--- src/rtl/jamma_pkg.sv ---
// Shared definitions for the JAMMA control-bus multiplexer: bit positions, the
// released word and the scan FSM states.
package jamma_pkg;

  localparam int UP    = 0;
  localparam int DOWN  = 1;
  localparam int LEFT  = 2;
  localparam int RIGHT = 3;
  localparam int FIRE1 = 4;
  localparam int FIRE2 = 5;
  localparam int FIRE3 = 6;
  localparam int START = 7;

  localparam logic [7:0] JOY_RELEASED = 8'hFF;

  typedef enum logic [0:0] {
    ST_WAIT   = 1'b0,
    ST_SAMPLE = 1'b1
  } state_t;

  // A select bus needs at least one wire, even for a single channel.
  function automatic int sel_width(input int n);
    return (n > 1) ? $clog2(n) : 1;
  endfunction

endpackage

--- src/rtl/jamma_joy_mux_if.sv ---
// Bus bundle between the arcade core and the JAMMA multiplexer; the core side
// uses the master modport and the multiplexer uses the slave modport.
interface jamma_joy_mux_if
  import jamma_pkg::*;
#(
  parameter int NUM_CH = 2,
  parameter int WIDTH  = 8
);

  localparam int SEL_W = sel_width(NUM_CH);

  logic                      I_ENA;
  logic [WIDTH-1:0]          I_JOY;
  logic [NUM_CH*WIDTH-1:0]   I_MASK;
  logic [SEL_W-1:0]          O_SEL;
  logic [NUM_CH*WIDTH-1:0]   O_JOY;
  logic [NUM_CH-1:0]         O_VALID;
  logic                      O_FRAME;

  modport master (
    output I_ENA, I_JOY, I_MASK,
    input  O_SEL, O_JOY, O_VALID, O_FRAME
  );

  modport slave (
    input  I_ENA, I_JOY, I_MASK,
    output O_SEL, O_JOY, O_VALID, O_FRAME
  );

endinterface

--- src/rtl/jamma_debounce.sv ---
// Per-channel scan debouncer: a word is accepted once it has been seen on
// DEB_SCANS consecutive samples of that channel.
module jamma_debounce #(
  parameter int WIDTH     = 8,
  parameter int DEB_SCANS = 2
) (
  input  logic             I_CLK,
  input  logic             I_RESET_N,
  input  logic             sample_i,
  input  logic [WIDTH-1:0] raw_i,
  output logic [WIDTH-1:0] stable_o,
  output logic             valid_o
);

  localparam logic [2:0] CNT_MAX = 3'(DEB_SCANS - 1);

  logic [WIDTH-1:0] last_q, last_d;
  logic [WIDTH-1:0] stable_q, stable_d;
  logic [2:0]       cnt_q, cnt_d;
  logic             valid_q, valid_d;

  // A differing sample restarts the run; an agreeing one saturates at CNT_MAX.
  always_comb begin
    last_d   = last_q;
    cnt_d    = cnt_q;
    stable_d = stable_q;
    valid_d  = valid_q;
    if (sample_i) begin
      if (raw_i != last_q) begin
        last_d = raw_i;
        cnt_d  = '0;
      end else if (cnt_q != CNT_MAX) begin
        cnt_d = cnt_q + 3'd1;
      end
      if (cnt_d == CNT_MAX) begin
        stable_d = raw_i;
        valid_d  = 1'b1;
      end
    end
  end

  always_ff @(posedge I_CLK or negedge I_RESET_N) begin
    if (!I_RESET_N) begin
      last_q   <= '1;
      stable_q <= '1;
      cnt_q    <= '0;
      valid_q  <= 1'b0;
    end else begin
      last_q   <= last_d;
      stable_q <= stable_d;
      cnt_q    <= cnt_d;
      valid_q  <= valid_d;
    end
  end

  assign stable_o = stable_q;
  assign valid_o  = valid_q;

endmodule

--- src/rtl/jamma_joy_mux.sv ---
// N-channel time multiplexer for the shared JAMMA input bus: steps the select
// lines, waits for the external mux to settle, samples and debounces each channel.
module jamma_joy_mux
  import jamma_pkg::*;
#(
  parameter int NUM_CH        = 2,
  parameter int WIDTH         = 8,
  parameter int SETTLE_CYCLES = 1,
  parameter int DEB_SCANS     = 2
) (
  input  logic            I_CLK,
  input  logic            I_RESET_N,
  jamma_joy_mux_if.slave  bus
);

  localparam int               SEL_W       = sel_width(NUM_CH);
  localparam logic [SEL_W-1:0] SEL_LAST    = SEL_W'(NUM_CH - 1);
  localparam logic [3:0]       SETTLE_LAST = 4'((SETTLE_CYCLES == 0) ? 0 : SETTLE_CYCLES - 1);
  // With no settle time the scan lives permanently in SAMPLE.
  localparam state_t           ST_START    = (SETTLE_CYCLES == 0) ? ST_SAMPLE : ST_WAIT;

  state_t           state_q, state_d;
  logic [3:0]       settle_q, settle_d;
  logic [SEL_W-1:0] sel_q, sel_d;
  logic             frame_q, frame_d;
  logic             sample_now;

  logic [NUM_CH-1:0] strobe;
  logic [WIDTH-1:0]  stable [NUM_CH];
  logic [NUM_CH-1:0] valid;

  assign sample_now = bus.I_ENA && (state_q == ST_SAMPLE);

  always_comb begin
    state_d  = state_q;
    settle_d = settle_q;
    sel_d    = sel_q;
    frame_d  = sample_now && (sel_q == SEL_LAST);
    if (bus.I_ENA) begin
      case (state_q)
        ST_WAIT: begin
          if (settle_q == SETTLE_LAST) begin
            state_d  = ST_SAMPLE;
            settle_d = '0;
          end else begin
            settle_d = settle_q + 4'd1;
          end
        end
        ST_SAMPLE: begin
          sel_d    = (sel_q == SEL_LAST) ? '0 : sel_q + SEL_W'(1);
          settle_d = '0;
          state_d  = ST_START;
        end
        default: state_d = ST_START;
      endcase
    end
  end

  always_ff @(posedge I_CLK or negedge I_RESET_N) begin
    if (!I_RESET_N) begin
      state_q  <= ST_START;
      settle_q <= '0;
      sel_q    <= '0;
      frame_q  <= 1'b0;
    end else begin
      state_q  <= state_d;
      settle_q <= settle_d;
      sel_q    <= sel_d;
      frame_q  <= frame_d;
    end
  end

  // Each channel is sampled only while the select lines point at it.
  for (genvar c = 0; c < NUM_CH; c++) begin : g_ch
    assign strobe[c] = sample_now && (sel_q == SEL_W'(c));

    jamma_debounce #(
      .WIDTH     (WIDTH),
      .DEB_SCANS (DEB_SCANS)
    ) u_deb (
      .I_CLK     (I_CLK),
      .I_RESET_N (I_RESET_N),
      .sample_i  (strobe[c]),
      .raw_i     (bus.I_JOY),
      .stable_o  (stable[c]),
      .valid_o   (valid[c])
    );

    assign bus.O_JOY[c*WIDTH +: WIDTH] = stable[c] & bus.I_MASK[c*WIDTH +: WIDTH];
  end

  assign bus.O_SEL   = sel_q;
  assign bus.O_VALID = valid;
  assign bus.O_FRAME = frame_q;

endmodule

--- src/flat_wrapper.sv ---
// flat-port wrapper written by rule: the top's interface ports become plain ports
module jamma_joy_mux_flat import jamma_pkg::*;
#(
  parameter int NUM_CH        = 2,
  parameter int WIDTH         = 8,
  parameter int SETTLE_CYCLES = 1,
  parameter int DEB_SCANS     = 2
)
  (I_CLK, I_RESET_N, bus_I_ENA, bus_I_JOY, bus_I_MASK, bus_O_SEL, bus_O_JOY, bus_O_VALID, bus_O_FRAME);
  jamma_joy_mux_if #(.NUM_CH(NUM_CH), .WIDTH(WIDTH)) bus_i ();
  input  logic I_CLK;
  input  logic I_RESET_N;
  input wire logic [$bits(bus_i.I_ENA)-1:0] bus_I_ENA;
  input wire logic [$bits(bus_i.I_JOY)-1:0] bus_I_JOY;
  input wire logic [$bits(bus_i.I_MASK)-1:0] bus_I_MASK;
  output wire logic [$bits(bus_i.O_SEL)-1:0] bus_O_SEL;
  output wire logic [$bits(bus_i.O_JOY)-1:0] bus_O_JOY;
  output wire logic [$bits(bus_i.O_VALID)-1:0] bus_O_VALID;
  output wire logic [$bits(bus_i.O_FRAME)-1:0] bus_O_FRAME;
  assign bus_i.I_ENA = bus_I_ENA;
  assign bus_i.I_JOY = bus_I_JOY;
  assign bus_i.I_MASK = bus_I_MASK;
  assign bus_O_SEL = bus_i.O_SEL;
  assign bus_O_JOY = bus_i.O_JOY;
  assign bus_O_VALID = bus_i.O_VALID;
  assign bus_O_FRAME = bus_i.O_FRAME;
  jamma_joy_mux #(.NUM_CH(NUM_CH), .WIDTH(WIDTH), .SETTLE_CYCLES(SETTLE_CYCLES), .DEB_SCANS(DEB_SCANS)) u_core (.I_CLK(I_CLK), .I_RESET_N(I_RESET_N), .bus(bus_i));
endmodule
--- config.mk ---
export PLATFORM = sky130hd
export DESIGN_NAME = jamma_joy_mux_flat
export DESIGN_NICKNAME = d
export VERILOG_FILES = /design/src/rtl/jamma_pkg.sv /design/src/rtl/jamma_joy_mux_if.sv /design/src/rtl/jamma_debounce.sv /design/src/rtl/jamma_joy_mux.sv /design/src/flat_wrapper.sv
export SDC_FILE = /design/constraint.sdc
export NUM_CORES = 1
export LEC_CHECK = 0
export ABC_AREA = 0
export CAP_MARGIN = 20
export CORE_MARGIN = 1.5
export CORE_UTILIZATION = 35
export CTS_CLUSTER_DIAMETER = 150
export DETAILED_ROUTE_END_ITERATION = 6
export SLEW_MARGIN = 20
export SYNTH_ARGS = -nofsm -noshare
export SYNTH_HDL_FRONTEND = slang
export SYNTH_SLANG_ARGS = --single-unit
--- constraint.sdc ---
create_clock -name I_CLK -period 2.15 [get_ports I_CLK]
set_clock_uncertainty 0.05 [all_clocks]
set_input_delay 0.43 -clock I_CLK [delete_from_list [all_inputs] [get_ports I_CLK]]
set_output_delay 0.43 -clock I_CLK [all_outputs]
set_load 0.02 [all_outputs]
# Word-level counts from Yosys, hierarchy flattened
# Index checks and enable logic that the tools add are counted.
[op_classes]
add_sub_neg = 4
eq_ne = 6
mux = 11
bitwise = 4
n_reduce_logical = 9
[ops]
columns = ["cell", "count"]
rows = [
  ["$mux 3", 6],
  ["$and 8x8->8", 2],
  ["$ne 8x8->1", 2],
  ["$reduce_and 2->1", 5],
  ["$pmux 4 s2", 1],
  ["$add 3x1->3 const B", 2],
  ["$eq 3x1->1 const B", 2],
  ["$ne 3x1->1 const B", 2],
  ["$add 4x1->4 const B", 1],
  ["$logic_not 4->1", 1],
  ["$mux 4", 1],
  ["$logic_and 1x1->1", 3],
  ["$mux 1", 2],
  ["$not 1->1", 2],
  ["$pmux 1 s2", 1],
  ["$add 1x1->1 const B", 1],
]
[word_totals]
register_bits = 47
elab_cells = 46

# Longest topological paths before layout
[logic_depth]
depth_word = 6
mapped_depth = 7

# By module
# From an unflattened synthesis, not the netlist that was laid out.
[hier_totals]
hier_cells = 186
hier_area_um2 = 2424.8
[modules_own_cells]
columns = ["mod", "instances", "cells_per_inst", "area_per_inst_um2"]
rows = [
  ["jamma_debounce", 2, 68, 989.7],
  ["jamma_joy_mux", 1, 50, 445.4],
]

# Worst setup path after synthesis
# OpenSTA, ideal clock, no wires.
[synth_timing]
kind = "in2reg"
startpoint = "in bus_I_JOY[5]"
endpoint = "reg u_core.g_ch[1].u_deb.stable_q[0]"
setup_time_ns = 0.082
arrival_ns = 1.846
t_required_ns = 2.018
path_slack_ns = 0.172
stages = 5
n_path_buf = 0
cell_sequence = "xor2_1 > nor4_2 > nand2_2 > nor3_4 > mux2_2"
[synth_via]
elab_chain_cells = 5
[synth_lines]
columns = ["item", "line", "rtl"]
rows = [
  ["from (decl)", "flat_wrapper.sv:14", "input wire logic [$bits(bus_i.I_JOY)-1:0] bus_I_JOY;"],
  ["$ne 8x8->1", "jamma_debounce.sv:29", "if (raw_i != last_q) begin"],
  ["$mux 3", "jamma_debounce.sv:29", ""],
  ["$mux 3", "jamma_debounce.sv:28", "if (sample_i) begin"],
  ["$eq 3x1->1", "jamma_debounce.sv:35", "if (cnt_d == CNT_MAX) begin"],
  ["$reduce_and 2->1 (no line)", "n/a", ""],
  ["to (signal assigned)", "jamma_debounce.sv:50", "stable_q <= stable_d;"],
  ["to (decl)", "jamma_debounce.sv:18", "logic [WIDTH-1:0] stable_q, stable_d;"],
]
# Every way passes these cells. The select of a mux whose other input is x is not followed.
# A chain may end at the register's enable or synchronous reset.

# Final worst setup path
[layout_timing]
startpoint = "in bus_I_MASK[11]"
endpoint = "out bus_O_JOY[11]"
[layout_via]
elab_chain_cells = 1
[layout_lines]
columns = ["item", "line", "rtl"]
rows = [
  ["from (decl)", "flat_wrapper.sv:15", "input wire logic [$bits(bus_i.I_MASK)-1:0] bus_I_MASK;"],
  ["$and 8x8->8", "jamma_joy_mux.sv:89", "assign bus.O_JOY[c*WIDTH +: WIDTH] = stable[c] & bus.I_MASK[c*WIDTH +: WIDTH];"],
  ["to (decl)", "flat_wrapper.sv:17", "output wire logic [$bits(bus_i.O_JOY)-1:0] bus_O_JOY;"],
]
# Every way passes these cells.

==> results_dict.tcl <==
set metrics [dict create \
    outcome "finished with violations" \
    violations "design-rule violations" \
    hp-class "input port to async pin" \
    yosys_warnings 0 \
    grt-ovfl-total 0 \
    grt_pass1_vias 1631 \
    ctsHoldBuffers 0 \
    post-route-period-util_pct 96.2 \
    worstSetupPathType "input port to output pin" \
    via_per_inst 4.67 \
    seq_area_mm2 0.00122 \
    critPathLaunchType "input port" \
    crit_fanout 1 \
    crit_top_cell "clkdlybuf4s50_1" \
    clkSinkCount 47 \
    post-place-ws_ns -0.245 \
    yosysUniqueCellTypes 40 \
    cts_root_buffer "clkbuf_8" \
    fillers 610 \
    drv_slew 0 \
    cts_tree "yes" \
    clk_latency_ns 0.30 \
    rsz0062_at_grt "no" \
    place_area_mm2 0.00308 \
    reg2regPathDepth 7 \
    gp_congestion 0.790 \
    hold_violations 0 \
    die_width_um 84.9 \
    power_density_mw_per_mm2 798 \
    antenna_found_initial 0 \
    post-route-drc-count 2 \
    yosysSeqAreaShare_pct 51.8 \
    htree_num_levels 2 \
    postCtsSetupBuffers 0 \
    slew-limit-headroom_pct 65.9 \
    cp_slowest_cell "clkdlybuf4s50_1" \
    fin_nets 300 \
    multiInputGateArea_mm2 0.00108 \
    grt_pass1_wl_mm 7.87 \
    grt_max_degree 28 \
    dieHeight_um 84.9 \
    diodes 0 \
    routed_wl_mm 4.46 \
    portBuffers 46 \
    synth_nets 226 \
    max_stage_delay_ns 0.60 \
    cts_inserted_buffers 5 \
    ir_drop_mv 0.419 \
    r2r_slack_ns 0.13 \
    cts_resized 0 \
    ys.flop_type "dfstp_2" \
    setup_slack_ns 0.0814 \
    drive_above_1_share_pct 39.6 \
    syn_area_per_cell_um2 12.2 \
    start_util_pct 36.6 \
    path_cells "clkdlybuf4s50_1 -> and2_1 -> clkdlybuf4s50_1" \
    avgRoutedWirePerCell_um 12.9 \
    drt_iter0_drc 68 \
    design_area_mm2 0.00316 \
    min_period_ns 2.07 \
    cap_violations 0 \
    grt_usage_pct 13.8 \
    num_rows 29 \
    synth_edf_count 0 \
    cts.reportedPaths.clkPinSlew_ns 0.09 \
    via_count 1610 \
    worst_slew_pin_slew_ns 0.511 \
    dp_hpwl_mm 3.32 \
    critPathArrivalTime_ns 1.59 \
    ioPinCount 47 \
    die_area_mm2 0.00721 \
    ys_async_sr_fraction_pct 100 \
    drt-pass1-iter-count 6 \
    critPathRequiredTime_ns 1.67 \
    area_growth_pct 34.7 \
    p_leak_nw 1.37 \
    endpoint_kind "output pin" \
    drtAntennaViolNets 0 \
    ys_ff_latch 47 \
    cts.path.max_buffers 2 \
    final-setup-viol-count 0 \
    synth_area_mm2 0.00235 \
    coreArea_mm2 0.00642 \
    power.total_mw 2.52 \
    netlist_instances 193 \
    max_freq_mhz 483 \
]
-- path summary, 6_finish.rpt --
kind / from / endpoint
worst max-delay path: bus_I_MASK[11] / bus_O_JOY[11]
worst min-delay path: I_RESET_N / u_core.settle_q[1]$_DFFE_PN0P_
worst max register to register: u_core.g_ch[0].u_deb.cnt_q[0]$_DFFE_PN0P_ / u_core.g_ch[0].u_deb.stable_o[0]$_DFFE_PN1P_
worst min register to register: u_core.g_ch[0].u_deb.valid_o$_DFFE_PN0P_ / u_core.g_ch[0].u_deb.valid_o$_DFFE_PN0P_
max in group asynchronous: I_RESET_N / u_core.g_ch[1].u_deb.stable_o[2]$_DFFE_PN1P_
min in group I_CLK: u_core.g_ch[0].u_deb.valid_o$_DFFE_PN0P_ / u_core.g_ch[0].u_deb.valid_o$_DFFE_PN0P_
-- cells in the final DEF, fill, tap and decap left out, drive strengths merged, types with 2 or more instances in the layout --
master,instances
ha,6
inv,8
nor2,7
dfstp,32
a31oi,3
buf,26
a21oi,2
clkbuf,6
nor2b,2
nand4,2
nor4,2
o31ai,2
dfrtp,15
xor2,8
nand2b,4
mux2,33
xnor2,9
or2,2
clkdlybuf4s50,44
o21ai,9
and2,16
nand3,4
nand2,9
nor3,2
-- metrics by stage --
step           hold WS [ns]  utilization (%)  setup TNS, ns  std cells
2_1_floorplan        0.0844                -              0        193
3_3_place_gp          0.376             47.9          -4.85        337
3_5_place_dp          0.375             47.9          -4.87        337
4_1_cts              0.0502             49.2              0        345
5_1_grt              0.0606             49.3              0        345
6_report             0.0377             49.3              0        345
-- cell families (layout without fill, tap and decap cells) --
kind of cell,after synthesis,count (layout),synth area share [%]
DFF,47,47,51.8
AOI/OAI and AO/OA,21,21,5.59
muxes,34,34,16.2
and+or+nand+nor,57,57,14.8
buffers and inverters,11,86,2.08
xor gates and xnor gates,17,17,6.34
adders and majority gates,6,6,3.20
-- registers in the layout, indices dropped and copies added (netlist names) --
name	flops
u_core.bus.O_FRAME	1
u_core.g_ch.u_deb.valid_o	2
u_core.g_ch.u_deb.last_q	16
u_core.state_q	1
u_core.g_ch.u_deb.stable_o	16
u_core.g_ch.u_deb.cnt_q	6
u_core.settle_q	4
u_core.bus.O_SEL	1
-- per-layer routing --
| metal | track usage (%) | share of wire (%) |
|---|---|---|
| met1 | 19.3 | 50 |
| met2 | 21.8 | 45 |
| met3 | 3.02 | 4.1 |
| met4 | 3.58 | 0.49 |
| met5 | 0 | 0 |
-- Yosys cell counts, drive strengths merged (3+ instances only) --
master | instances | area, um^2
mux2 | 33 | 372
dfstp | 32 | 841
and2 | 16 | 100
dfrtp | 15 | 375
nand2 | 9 | 36.3
o21ai | 9 | 45.0
xnor2 | 9 | 78.8
xor2 | 8 | 70.1
inv | 7 | 26.3
nor2 | 7 | 28.8
ha | 6 | 75.1
nand2b | 4 | 25.0
nand3 | 4 | 20.0
a31oi | 3 | 18.8
-- worst max-delay path: cells and delay by family --
family                 cells  cell delay (ns)
and+or+nand+nor            1             0.11
buffers and inverters      2             1.05
-- power breakdown --
group | leakage (nW) | switching [mW] | internal [mW]
registers | 0.525 | 0.145 | 1.17
logic | 0.796 | 0.296 | 0.386
clock network | 0.0455 | 0.299 | 0.229
total | 1.37 | 0.739 | 1.79
-- area by class of cell --
type                       count  share of cell area [%]
sequential                    47                    38.4
multi-input combinational    135                    34.2
timing repair buffer          71                    20.8
tap                           77                    3.04
clock buffer                   6                    2.29
inverter                       7                   0.830
clock inverter                 2                   0.356
Power figures use the tool's default switching activity.
